### config.mk
export PLATFORM = sky130hd
export DESIGN_NAME = serv_bus_arb
export DESIGN_NICKNAME = d
export VERILOG_FILES = /design/src/rtl/serv_bus_arb.sv
export SDC_FILE = /design/constraint.sdc
export NUM_CORES = 1
export LEC_CHECK = 0
export ABC_AREA = 1
export BUFFER_PORTS_ARGS = -buffer_cell sky130_fd_sc_hd__buf_2
export CAP_MARGIN = 10
export CELL_PAD_IN_SITES_DETAIL_PLACEMENT = 2
export CELL_PAD_IN_SITES_GLOBAL_PLACEMENT = 2
export CORE_MARGIN = 2
export CORE_UTILIZATION = 24
export CTS_BUF_LIST = sky130_fd_sc_hd__clkbuf_8
export CTS_CLUSTER_DIAMETER = 30
export CTS_CLUSTER_SIZE = 14
export DETAILED_ROUTE_END_ITERATION = 16
export PLACE_DENSITY_LB_ADDON = 0.1
export SYNTH_ARGS = -nofsm -noshare
export SYNTH_HDL_FRONTEND = slang
export SYNTH_SLANG_ARGS = --single-unit
### constraint.sdc
create_clock -name i_clk -period 8.3 [get_ports i_clk]
set_clock_uncertainty 0.1 [all_clocks]
set_input_delay 2.49 -clock i_clk [delete_from_list [all_inputs] [get_ports i_clk]]
set_output_delay 2.49 -clock i_clk [all_outputs]
set_load 0.01 [all_outputs]
### src/rtl/serv_bus_arb.sv
// rtl/serv_bus_arb.sv - round-robin Wishbone arbiter sharing one master port between SERV ibus and dbus
module serv_bus_arb #(
    parameter int TIMEOUT_W = 8
) (
    input  logic        i_clk,
    input  logic        i_rst,
    input  logic [31:0] i_ibus_adr,
    input  logic        i_ibus_cyc,
    output logic [31:0] o_ibus_rdt,
    output logic        o_ibus_ack,
    input  logic [31:0] i_dbus_adr,
    input  logic [31:0] i_dbus_dat,
    input  logic [3:0]  i_dbus_sel,
    input  logic        i_dbus_we,
    input  logic        i_dbus_cyc,
    output logic [31:0] o_dbus_rdt,
    output logic        o_dbus_ack,
    output logic [31:0] o_wb_adr,
    output logic [31:0] o_wb_dat,
    output logic [3:0]  o_wb_sel,
    output logic        o_wb_we,
    output logic        o_wb_cyc,
    input  logic [31:0] i_wb_rdt,
    input  logic        i_wb_ack,
    output logic        o_err
);

    typedef enum logic [1:0] {
        IDLE  = 2'd0,
        GNT_I = 2'd1,
        GNT_D = 2'd2
    } state_t;

    state_t               state;
    logic                 last_grant_d;   // 1 when dbus held the most recent grant
    logic                 ibus_done;
    logic                 dbus_done;
    logic [TIMEOUT_W-1:0] cnt;
    logic [31:0]          adr_q;
    logic [31:0]          dat_q;
    logic [3:0]           sel_q;
    logic                 we_q;

    logic ibus_elig;
    logic dbus_elig;
    logic pick_d;
    logic gnt_cyc;
    logic cnt_max;
    logic xfer_end;
    logic timeout;

    // Eligibility masks a requester whose cyc is still high after its ack
    assign ibus_elig = i_ibus_cyc & ~ibus_done;
    assign dbus_elig = i_dbus_cyc & ~dbus_done;

    // On a tie, the port that did not win last time gets the bus
    assign pick_d = dbus_elig & (~ibus_elig | ~last_grant_d);

    // Cyc of whichever port currently owns the bus; dropping it aborts at once
    assign gnt_cyc = (state == GNT_I) ? i_ibus_cyc :
                     (state == GNT_D) ? i_dbus_cyc : 1'b0;

    assign cnt_max  = &cnt;
    assign xfer_end = gnt_cyc & (i_wb_ack | cnt_max);
    assign timeout  = gnt_cyc & cnt_max & ~i_wb_ack;

    assign o_wb_cyc = gnt_cyc;
    assign o_wb_adr = adr_q;
    assign o_wb_dat = dat_q;
    assign o_wb_sel = sel_q;
    assign o_wb_we  = we_q;
    assign o_err    = timeout;

    assign o_ibus_ack = (state == GNT_I) & xfer_end;
    assign o_dbus_ack = (state == GNT_D) & xfer_end;

    // A timed-out transfer returns zero data rather than whatever the bus floats
    assign o_ibus_rdt = ((state == GNT_I) && !timeout) ? i_wb_rdt : 32'h0;
    assign o_dbus_rdt = ((state == GNT_D) && !timeout) ? i_wb_rdt : 32'h0;

    // Grant FSM: latch the winner's request and hold it until ack, abort or timeout
    always_ff @(posedge i_clk or posedge i_rst) begin
        if (i_rst) begin
            state        <= IDLE;
            last_grant_d <= 1'b0;
            cnt          <= '0;
            adr_q        <= 32'h0;
            dat_q        <= 32'h0;
            sel_q        <= 4'h0;
            we_q         <= 1'b0;
        end else begin
            case (state)
                IDLE: begin
                    if (pick_d) begin
                        state        <= GNT_D;
                        last_grant_d <= 1'b1;
                        cnt          <= '0;
                        adr_q        <= i_dbus_adr;
                        dat_q        <= i_dbus_dat;
                        sel_q        <= i_dbus_sel;
                        we_q         <= i_dbus_we;
                    end else if (ibus_elig) begin
                        state        <= GNT_I;
                        last_grant_d <= 1'b0;
                        cnt          <= '0;
                        adr_q        <= i_ibus_adr;
                        sel_q        <= 4'hF;
                        we_q         <= 1'b0;
                    end
                end
                GNT_I, GNT_D: begin
                    if (!gnt_cyc || xfer_end) begin
                        state <= IDLE;
                    end else begin
                        cnt <= cnt + 1'b1;
                    end
                end
                default: state <= IDLE;
            endcase
        end
    end

    // Done flags: set by the port's ack, cleared whenever that port's cyc is low
    always_ff @(posedge i_clk or posedge i_rst) begin
        if (i_rst) begin
            ibus_done <= 1'b0;
            dbus_done <= 1'b0;
        end else begin
            if (!i_ibus_cyc) begin
                ibus_done <= 1'b0;
            end else if (o_ibus_ack) begin
                ibus_done <= 1'b1;
            end
            if (!i_dbus_cyc) begin
                dbus_done <= 1'b0;
            end else if (o_dbus_ack) begin
                dbus_done <= 1'b1;
            end
        end
    end

endmodule
==> results of run 1 <==
-- per-layer routing --
layer	routed length, um	vias up	share of wire
met5	0	-	0
li1	-	2250	-
met4	234	0	0.014
met1	6400	2252	0.39
met3	1370	18	0.083
met2	8530	167	0.52
-- power by group --
part	internal [mW]	total [mW]	leakage, nW	switching (mW)
registers	0.575	0.668	1.01	0.0939
clock network	0.176	0.332	0.113	0.156
logic	0.357	0.990	2.48	0.633
total	1.11	1.99	3.60	0.883
-- placed cells by master (no fill, tap or decap), types with 2 or more instances in the layout --
master     instances
buf_2            274
nand2_1          207
nor2_1            90
dfrtp_1           82
inv_1             49
or2_2             32
o211ai_1          32
nand3_1           17
clkbuf_8          10
ha_1               4
inv_2              3
nand2_2            3
o21ai_0            3
clkinv_2           3
nor2_4             2
xor2_1             2
o21ai_2            2
bufinv_16          2
buf_16             2
buf_4              2
-- sequential cells by signal, summed over array words and instances (netlist names) --
name and cells:
last_grant_d 1, cnt 8, o_wb_sel 4, state 2, o_wb_we 1, o_wb_adr 32
ibus_done 1, dbus_done 1, o_wb_dat 32
-- final timing paths --
kind,start,end,cells after the start
worst max-delay path,i_ibus_cyc,o_ibus_rdt[13],8
worst min-delay path,o_wb_dat[26],o_wb_dat[26],2
worst max register to register,dbus_done,o_wb_adr[6],6
worst min register to register,o_wb_dat[26],o_wb_dat[26],2
max in group asynchronous,i_rst,cnt[5],3
min in group asynchronous,i_rst,o_wb_adr[10],2
-- kinds of logic (layout without fill, tap and decap cells) --
logic type,after synthesis,count (layout)
other,0,1
flip-flops,82,82
AND/OR/NAND/NOR,356,356
XOR/XNOR,2,2
adder cells (fa/ha/maj),4,4
buffers and inverters,79,348
AO/OA/AOI/OAI,40,40
-- critical path: stages --
cell and delay [ns]:
buf_2 0.12, nand2_1 0.07, nand2_2 0.11, nand2_1 0.13, o21ai_2 0.47, buf_16 0.22, nor2_1 0.06, buf_2 0.14
-- area by class of cell --
type                            instances  share of cell area
Antenna cell                            1            0.000413
Tap cell                              225              0.0465
Sequential cell                        82               0.339
Multi-Input combinational cell        402               0.306
Clock inverter                          6              0.0134
Clock buffer                           10              0.0227
Timing Repair Buffer                  278               0.238
Inverter                               54              0.0341
==> impl_metrics.ini, run 1 <==
[yosys]
synth.top_cells.by_area = dfrtp_1, nand2_1, nor2_1, o211ai_1, or2_2
synth_compound_area_frac = 0.0701
synthTopCellsByCount = nand2_1, nor2_1, dfrtp_1, inv_1
synth_fa_ha_area_frac = 0.0117
synth_edf_count = 0
async_reset_ff_frac = 1.00
synth.cell_area_sq_um = 4260
synthMuxAreaShare = 0
yosysWarnings = 0
avgSynthCellArea_sq_um = 7.57
ys_seq_elements = 82
syn-num-nets = 705
syn_inst = 563
synth_most_common_cell = nand2_1
synth.top_cell.area_share = 0.481
synth-simple-area-share = 0.348
synth_top_area_cell = dfrtp_1
synth_top_family_by_area = simple AND/OR/NAND/NOR gates
synth_flop_cell = dfrtp_1
ys_types = 29
synthXorXnorAreaFrac = 0.00411
yosysSeqAreaShare = 0.481

[cells_and_area]
fin_nets = 969
post-route-util = 0.349
multi_input_area_sq_um = 1850
layout.cells.non_filler = 1058
syn_to_final_growth_pct = 41.9
fin_area_sq_um = 6050
ff_latch_area_sq_um = 2050
nFillCells = 2098
drive_gt1_frac = 0.410

[clock_tree]
cts_setup_buffers = 0
postCtsResizedCells = 0
cts_tree = yes
htree_levels = 3
cts_buffer_depth = 2
cts_made_buffers = 9
cts_root_buf = clkbuf_8
path_clk_slew_ns = 0.09
postCtsHoldBufs = 0
cts_sinks = 82
worst_skew_pair.late_latency_ns = 0.36

[placed_design]
dp_hpwl_um = 12800
preCtsSetupSlack_ns = 1.40
gp_congestion = 0.738
portBuffers = 274
placedCellCount = 1039
place_area_sq_um = 5780

[route]
dr.pass1.iters = 4
drc = 0
vias = 4687
drt_iter0_drc = 123
wire_per_inst_um = 15.6
drt-vias-per-instance = 4.43
ant_nets = 0
wirelength_um = 16500

[sta]
fin_crit_sh = 0.773
tns_ns = 0
fin_ws_ns = 1.88
hold_viol_final = 0
whs_ns = 0.374
slew_viol_final = 0
rsz0062_at_grt = no
tightest_slew_ns = 1.07
slew_headroom = 0.285
min_period_ns = 6.42
finalSetupViolCount = 0
max_freq_ghz = 0.156

[grt]
met2_usage = 0.321
grt_pass1_vias = 5119
grtUsageMet1 = 0.192
grt_busiest_layer = met2
grt_pass1_wl_um = 26000
gr-total-overflow = 0
grt_max_degree = 46
grt_use_total = 0.174
antenna_found_initial = 1
grtUsageMet3 = 0.0522

[pwr]
power_density_nw_per_um2 = 329
p_leak_nw = 3.60
finalPower_mw = 1.99
worst_ir_drop_vdd_v = 0.000123

[floorplan]
rows = 48
io_pins = 275
die_w_um = 137
start_util = 0.246
dieHeight_um = 137
fp.dieArea_sq_um = 18800
core_sq_um = 17400

[critical_path]
start_kind = input pin
cp_max_fo = 23
crit_type = input pin to output pin
cp.required_ns = 5.71
crit_path_end_kind = output pin
worst-endpoint-arrival_ns = 3.83
rrSetupSlack_ns = 5.78

[hold_path]
hp-class = register to register

[status]
status = finished clean

[job]
maxCapViolCount = 0
Note: power is estimated with default switching activity, not from simulation.
==> run 2: changes to the inputs <==
ABC_AREA = 0   (was 1)
clock period = 6.16 ns   (was 8.3 ns; I/O delays follow)
==> run 2 against run 1 <==
Global-route usage down 0.75 points. Synthesized area down 3.6%. Via count down 16%. Critical endpoint is now o_dbus_rdt[5]. Sequential power up 36%. Flip-flop and latch count unchanged. Clock-buffer cell count unchanged. Utilization up 0.53 points. Critical path depth down 1. Largest cell class unchanged. Final area down 2.7%. Non-clock buffer count unchanged. Power up 32%. Die area down 3.5%. Highest routed layer is now met5.
==> impl_metrics.ini, run 2 <==
[pwr]
pwr-share-clk = 0.153
combPwrFrac = 0.502
p_seq_frac = 0.345
p_leak_nw = 3.15
intPower_mw = 1.55
switching_power_mw = 1.09
worst_ir_drop_vdd_v = 0.000164
finalPower_mw = 2.64
power_density_nw_per_um2 = 447
swShare = 0.413

[yosys]
synth_flop_cell = dfrtp_1
yosysWarnings = 0
ys_seq_elements = 82
synth.top_cells.by_area = dfrtp_1, and2_1, mux2i_1, mux2_2, o21ai_0
avgSynthCellArea_sq_um = 10.7
async_reset_ff_frac = 1.00
synth_fa_ha_area_frac = 0.0122
synth-simple-area-share = 0.174
synth_compound_area_frac = 0.111
synthXorXnorAreaFrac = 0
synth_most_common_cell = dfrtp_1
ys_types = 41
synth.cell_area_sq_um = 4110
synth.top_cell.area_share = 0.499
syn_inst = 385
synthMuxAreaShare = 0.166
synth_top_area_cell = dfrtp_1
synth_edf_count = 0
synth_top_family_by_area = simple AND/OR/NAND/NOR gates
yosysSeqAreaShare = 0.499
synthTopCellsByCount = dfrtp_1, and2_1, nand2_1, o21ai_0, mux2i_1
syn-num-nets = 527

[sta]
fin_crit_sh = 0.804
slew_viol_final = 0
max_freq_ghz = 0.202
tightest_slew_ns = 1.04
hold_viol_final = 0
tns_ns = 0
rsz0062_at_grt = no
slew_headroom = 0.309
finalSetupViolCount = 0
min_period_ns = 4.95

[floorplan]
start_util = 0.247
fp.dieArea_sq_um = 18200
rows = 47
io_pins = 275
die_w_um = 135
core_sq_um = 16600
dieHeight_um = 135

[clock_tree]
cts_setup_buffers = 0
cts_root_buf = clkbuf_8
worst_skew_pair.late_latency_ns = 0.36
postCtsHoldBufs = 0
path_clk_slew_ns = 0.08
cts_made_buffers = 9
cts_sinks = 82
htree_levels = 3
cts_tree = yes
cts_buffer_depth = 2
postCtsResizedCells = 0

[cells_and_area]
drive_gt1_frac = 0.502
layout_common_cells = buf_2, dfrtp_1, and2_1
final_common_cell = buf_2
insertedDiodeCount = 0
syn_to_final_growth_pct = 43.4
fin_nets = 792

[route]
ant_nets = 0
drc = 0
drt-vias-per-instance = 4.52
drt_iter0_drc = 92
vias = 3956
wirelength_um = 14900
wire_per_inst_um = 17.0
dr.pass1.iters = 4

[hold_path]
hp-class = register to register

[placed_design]
gp_congestion = 0.738
portBuffers = 274
dp_hpwl_um = 11600

[critical_path]
crit_path_end_kind = output pin
crit_type = input pin to output pin
cp.required_ns = 4.21
start_kind = input pin
worst-endpoint-arrival_ns = 3.00
cp_max_fo = 32

[grt]
grt_max_degree = 69
grt_use_total = 0.167
grt_pass1_wl_um = 23800
grt_pass1_vias = 4372
antenna_found_initial = 2
gr-total-overflow = 0

[status]
status = finished clean

[job]
maxCapViolCount = 0
[run 2: cell count changes after synthesis, sizes merged, moves of 5 or more]
| cell | change |
|---|---|
| and3 | +5 |
| nand3 | -12 |
| mux2 | +32 |
| o211ai | -29 |
| mux2i | +32 |
| o21ai | +30 |
| inv | -42 |
| or2 | -31 |
| nor2 | -90 |
| buf | -9 |
| and2 | +65 |
| clkbuf | +8 |
| nand2 | -173 |
[run 2: worst max-delay path, stage by stage]
cell and delay, ns:
buf_2 0.11, nand2_1 0.05, o21ai_0 0.32, a21boi_1 0.11, buf_4 0.23, and2_1 0.19, buf_2 0.13
[run 2: logic make-up (layout without fill, tap and decap cells)]
| group | count (synthesis) | count (layout) |
|---|---|---|
| buffers and inverters | 35 | 305 |
| multiplexers | 64 | 64 |
| AND/OR/NAND/NOR | 129 | 129 |
| flip-flops | 82 | 82 |
| adder cells (fa/ha/maj) | 4 | 4 |
| AO/OA/AOI/OAI | 71 | 71 |
[run 2: layout make-up]
class | count | area [sq um]
tap | 220 | 275
clock buffer | 10 | 138
fill | 1906 | 10800
clock inverter | 6 | 66.3
multi-input combinational | 268 | 1920
inverter | 11 | 42.5
timing repair buffer | 278 | 1400
sequential | 82 | 2050
[run 2: worst paths after layout]
| kind | start | end | slack, ns | depth (start not counted) |
|---|---|---|---|---|
| max in group asynchronous | i_rst | o_wb_adr[9] | 3.45 | 3 |
| max reg2reg | state[1] | cnt[4] | 3.23 | 6 |
| min reg2reg | o_wb_adr[31] | o_wb_adr[31] | 0.38 | 2 |
| min in group asynchronous | i_rst | o_wb_dat[14] | 1.42 | 2 |
| max | i_dbus_cyc | o_dbus_rdt[5] | 1.21 | 7 |
| min | o_wb_adr[31] | o_wb_adr[31] | 0.38 | 2 |
[run 2: metrics by stage]
| step | utilization | cell area [sq um] | cells | worst slack (ns) | hold WS (ns) |
|---|---|---|---|---|---|
| after floorplan | - | 4110 | 385 | 1.37 | 0.350 |
| after global placement | 0.342 | 5690 | 859 | 1.32 | 0.359 |
| after detailed placement | 0.342 | 5690 | 859 | 1.18 | 0.373 |
| after CTS | 0.354 | 5890 | 875 | 1.17 | 0.393 |
| after global routing | 0.354 | 5890 | 875 | 1.01 | 0.414 |
| final | 0.354 | 5890 | 875 | 1.21 | 0.384 |
[run 2: power groups by stage]
stage	clock, mW	sequential, mW	combinational [mW]
floorplan	0	1.02	0.661
global placement	0	0.904	1.31
detailed placement	0	0.920	1.36
CTS	0.430	0.917	1.36
global route	0.451	0.948	1.48
finish	0.404	0.909	1.32
[run 2: per-layer routing]
metal  vias to the layer above  global-route usage  wire length (um)
li1                       1866                   -                 -
met2                       154               0.295              7810
met4                         2              0.0468               239
met5                         -                   0                11
met1                      1915               0.181              5360
met3                        19              0.0739              1490
